File: src/rtl/parity_tx.sv
// parity_tx: bit-serial even/odd parity transmitter, LSB-first, optional start/stop framing.
//
// Ports:
//   clk           rising-edge clock
//   rst_n         asynchronous active-low reset
//   i_start       send request, sampled only in IDLE
//   i_data_in     payload, captured on acceptance
//   i_odd_sel     0 = even parity, 1 = odd parity, captured on acceptance
//   o_serial_out  line output, idles high
//   o_ser_valid   high while the line carries a frame bit
//   o_parity_out  parity bit of the most recent frame, held until the next PARITY state
//   o_busy        high in every state except IDLE
//   o_done        one-cycle pulse after the last frame bit
//
// Build option: define PARITY_TX_FRAME_EN to wrap each frame in a start bit (0)
// and a stop bit (1). Without it the frame is payload followed by parity.
module parity_tx #(
    parameter int DATA_W = 8
) (
    input  logic              clk,
    input  logic              rst_n,
    input  logic              i_start,
    input  logic [DATA_W-1:0] i_data_in,
    input  logic              i_odd_sel,
    output logic              o_serial_out,
    output logic              o_ser_valid,
    output logic              o_parity_out,
    output logic              o_busy,
    output logic              o_done
);
    localparam int CW = $clog2(DATA_W);
    localparam logic [CW-1:0] LAST = CW'(DATA_W - 1);

    typedef enum logic [2:0] {
        S_IDLE,
`ifdef PARITY_TX_FRAME_EN
        S_START,
        S_STOP,
`endif
        S_DATA,
        S_PARITY,
        S_DONE
    } state_t;

    state_t            r_state;
    state_t            w_next;
    logic [DATA_W-1:0] r_shift;
    logic              r_par_acc;
    logic [CW-1:0]     r_bit_cnt;
    logic              r_parity_out;
    logic              w_accept;

    assign w_accept = (r_state == S_IDLE) && i_start;

    always_ff @(posedge clk or negedge rst_n) begin
        if (!rst_n) begin
            r_state <= S_IDLE;
        end else begin
            r_state <= w_next;
        end
    end

    always_comb begin
        w_next = r_state;
        case (r_state)
`ifdef PARITY_TX_FRAME_EN
            S_IDLE:   w_next = i_start ? S_START : S_IDLE;
            S_START:  w_next = S_DATA;
            S_PARITY: w_next = S_STOP;
            S_STOP:   w_next = S_DONE;
`else
            S_IDLE:   w_next = i_start ? S_DATA : S_IDLE;
            S_PARITY: w_next = S_DONE;
`endif
            S_DATA:   w_next = (r_bit_cnt == LAST) ? S_PARITY : S_DATA;
            S_DONE:   w_next = S_IDLE;
            default:  w_next = S_IDLE;
        endcase
    end

    // The accumulator is seeded with odd_sel, so after XOR-ing every payload
    // bit it already holds the parity bit to send for either sense.
    always_ff @(posedge clk or negedge rst_n) begin
        if (!rst_n) begin
            r_shift      <= '0;
            r_par_acc    <= 1'b0;
            r_bit_cnt    <= '0;
            r_parity_out <= 1'b0;
        end else if (w_accept) begin
            r_shift   <= i_data_in;
            r_par_acc <= i_odd_sel;
            r_bit_cnt <= '0;
        end else if (r_state == S_DATA) begin
            r_shift   <= r_shift >> 1;
            r_par_acc <= r_par_acc ^ r_shift[0];
            r_bit_cnt <= r_bit_cnt + 1'b1;
        end else if (r_state == S_PARITY) begin
            r_parity_out <= r_par_acc;
        end
    end

    // Outputs decode from state and datapath registers only, so the async
    // reset forces the line high without waiting for an edge.
    always_comb begin
        o_serial_out = 1'b1;
        o_ser_valid  = 1'b0;
        case (r_state)
`ifdef PARITY_TX_FRAME_EN
            S_START: begin
                o_serial_out = 1'b0;
                o_ser_valid  = 1'b1;
            end
            S_STOP: begin
                o_serial_out = 1'b1;
                o_ser_valid  = 1'b1;
            end
`endif
            S_DATA: begin
                o_serial_out = r_shift[0];
                o_ser_valid  = 1'b1;
            end
            S_PARITY: begin
                o_serial_out = r_par_acc;
                o_ser_valid  = 1'b1;
            end
            default: begin
                o_serial_out = 1'b1;
                o_ser_valid  = 1'b0;
            end
        endcase
    end

    assign o_busy       = (r_state != S_IDLE);
    assign o_done       = (r_state == S_DONE);
    assign o_parity_out = r_parity_out;

endmodule
File: config.mk
export PLATFORM = sky130hd
export DESIGN_NAME = parity_tx
export DESIGN_NICKNAME = d
export VERILOG_FILES = /design/src/rtl/parity_tx.sv
export SDC_FILE = /design/constraint.sdc
export NUM_CORES = 1
export LEC_CHECK = 0
export BUFFER_PORTS_ARGS = -buffer_cell sky130_fd_sc_hd__buf_2
export CORE_MARGIN = 4
export CORE_UTILIZATION = 51
export DETAILED_ROUTE_END_ITERATION = 8
export PLACE_DENSITY = 0.83
export SYNTH_ARGS = -nofsm -noshare
export SYNTH_HDL_FRONTEND = slang
export SYNTH_SLANG_ARGS = --single-unit
File: constraint.sdc
create_clock -name clk -period 1.4 [get_ports clk]
set_input_delay 0.14 -clock clk [delete_from_list [all_inputs] [get_ports clk]]
set_output_delay 0.14 -clock clk [all_outputs]
set_load 0.005 [all_outputs]
==> metrics.txt <==
crit path kind=reg2out; HP Class=in2reg; Seq cells post-synth=15; Remaining DRCs=0; initial antenna violation count=0; Placement Setup Slack=0.00760 ns; share of cells above drive strength 1=0.386; n_diodes=0; clock-pin slew on the worst setup and hold paths=0.09 ns; hold_sp=i_data_in[2]; reg2reg setup slack=0.09 ns; Worst Reg-to-Reg Cells=6; Clock Latency Late Sink=0.28 ns; worst-margin pin slew=0.321 ns; Rows=14; vias in the first global route=580; Worst setup EP type=output port; synthesized area per cell=10.7 sq um; Setup crit start kind=flop; unrepaired setup endpoints after global routing=yes; maximum vdd drop=1250 uV; die extent in x=47.6 um; cts bufs inserted=3; sequential share of the synthesized area=0.469; largest net degree at the start of global routing=16; antenna viol nets, final=0; mux contribution to synthesized area=0.113; CP arrival=1.25 ns; post-DP HPWL=1140 um; YS warnings=0; aggregate routed wire length=1640 um; Final Hold Viols=0; Ports=17; aggregate global-route resource usage=0.154; end point of the worst hold path=r_shift[2]; final worst slack=0.0102 ns; Final min period=1.39 ns; nets@finish=120; Distinct cells, synth=20; outcome=finished clean; Mapped Nets=93; first-pass GRT wire length=2390 um; LEAKAGE=0.517 nW; Mapped Area=800 sq um; Bufs on Longest Clock Path=2; design area=1020 sq um; cells after synthesis=75; GP Congestion=0.769; Cell Pwr Density=2190 nW/um^2; Root Buffer=clkbuf_4; adder-cell share of the synthesized area=0.0939; total number of vias=624; TNS Setup=0 ns; hold depth=3; reg2reg start=r_state[0]; Simple-Gate Fraction of Synth Area=0.141; initial core utilization=0.537; R2R Path End=r_par_acc; Core ar.=1490 sq um; H-tree depth=1; Synth Area in XOR/XNOR=0.0110; Die ar.=2270 sq um; fin crit share=0.993; Worst Skew=0.00594 ns; final slew viol count=0; Worst EP required=1.26 ns; DP Area=883 sq um; Buffers on Ports=16; Final setup violation count=0; vias per cell=5.33; CTS tree=yes; grt ovf=0; P&R area growth vs syn=28.0%; CP max FO=3; starting DRC count in detailed routing=16; Compound-Gate Fraction of Synth Area=0.0908; wire per inst=14.0 um; Slew HR=0.786; First-pass DRT Iterations=4; die height=47.6 um; Max-cap violations=0; largest family of logic cells by synthesized area=simple AND/OR/NAND/NOR gates; Clock Sink Count=15; fmax=0.720 GHz
## final cells by class
| cell class | count | area, sq um |
|---|---|---|
| clock buffers | 4 | 26.3 |
| fillers | 117 | 465 |
| inverters | 5 | 18.8 |
| multi-input cells | 50 | 400 |
| flip-flops and latches | 15 | 375 |
| well taps | 16 | 20.0 |
| repair buffers | 27 | 183 |
## worst max path at each step
stage                           from            to  slack [ns]  cells after the start
after floorplan           r_state[1]    r_shift[0]        0.18                      6
after global placement    r_state[1]    r_shift[4]        0.11                      4
after detailed placement  r_state[1]    r_shift[4]       0.008                      4
after CTS                 r_state[1]  o_serial_out      -0.005                      5
after global routing      r_state[1]  o_serial_out       -0.05                      5
final                     r_state[0]  o_serial_out        0.01                      4
## sequential cells by signal, indices dropped and copies added, names as in the netlist
register / cells
o_parity_out: 1
r_bit_cnt: 3
r_par_acc: 1
r_shift: 8
r_state: 2
## metrics by stage
step	cells	power (W)	utilization	hold WS, ns
6_report	117	0.00224	0.687	0.0998
5_1_grt	117	0.00240	0.687	0.0967
4_1_cts	116	0.00210	0.652	0.0931
3_5_place_dp	106	0.00172	0.593	0.0594
3_3_place_gp	106	0.00167	0.593	0.0568
2_1_floorplan	75	0.00150	-	-0.156
## cell usage after synthesis
master | number | area, sq um
a31oi_1 | 2 | 12.5
xnor2_1 | 1 | 8.76
and2_1 | 1 | 6.26
o21ai_0 | 3 | 15.0
mux2i_1 | 9 | 90.1
nand2b_2 | 1 | 8.76
nor2_1 | 3 | 11.3
dfrtp_1 | 15 | 375
nand3_1 | 9 | 45.0
and3b_1 | 1 | 8.76
buf_2 | 3 | 15.0
nand2_1 | 3 | 11.3
buf_6 | 1 | 11.3
inv_1 | 5 | 18.8
a21bo_2 | 1 | 10.0
ha_1 | 6 | 75.1
buf_12 | 1 | 20.0
nand3b_1 | 2 | 15.0
nand2b_1 | 1 | 6.26
o21ai_1 | 7 | 35.0
## cells by family after synthesis
logic type / after synthesis
and+or+nand+nor: 21
DFF: 15
AOI/OAI and AO/OA: 13
buffers and inverters: 10
muxes: 9
adders and majority gates: 6
xor gates and xnor gates: 1
## cells in the final DEF (no fill, tap or decap), drive strengths merged
cell and instances:
buf 26, ha 6, nand2 3, dlygate4sd3 1, nand2b 2, inv 5
nand3 9, and2 1, mux2i 9, clkbuf 4, and3b 1, o21ai 10
a31oi 2, dfrtp 15, nand3b 2, xnor2 1, a21bo 1, nor2 3
## what timing repair did
item	CTS	global route
hold endpoints to repair	15	0
setup buffers	5	1
pin swaps	1	1
resized for setup	7	8
endpoints found under the setup margin	2	4
hold buffers	1	0
## layer usage
layer  GRT usage  part of all wire  vias to the layer above
li1            -                 -                      310
met1       0.193              0.44                      300
met2       0.254              0.50                       12
met3      0.0226             0.046                        2
met4      0.0806            0.0055                        0
met5           0                 0                        -
## critical path, stage by stage (launching register included)
cell and delay, ns:
dfrtp_1 0.43, inv_2 0.09, ha_4 0.27, nand3_1 0.05, buf_2 0.12
## power breakdown
| part | leakage, nW | switching (W) | internal [W] |
|---|---|---|---|
| Combinational | 0.313 | 0.000557 | 0.000685 |
| Sequential | 0.189 | 0.000132 | 0.000623 |
| Clock | 0.0150 | 0.000134 | 0.000111 |
| Total | 0.517 | 0.000823 | 0.00142 |
Power figures use the tool's default switching activity.
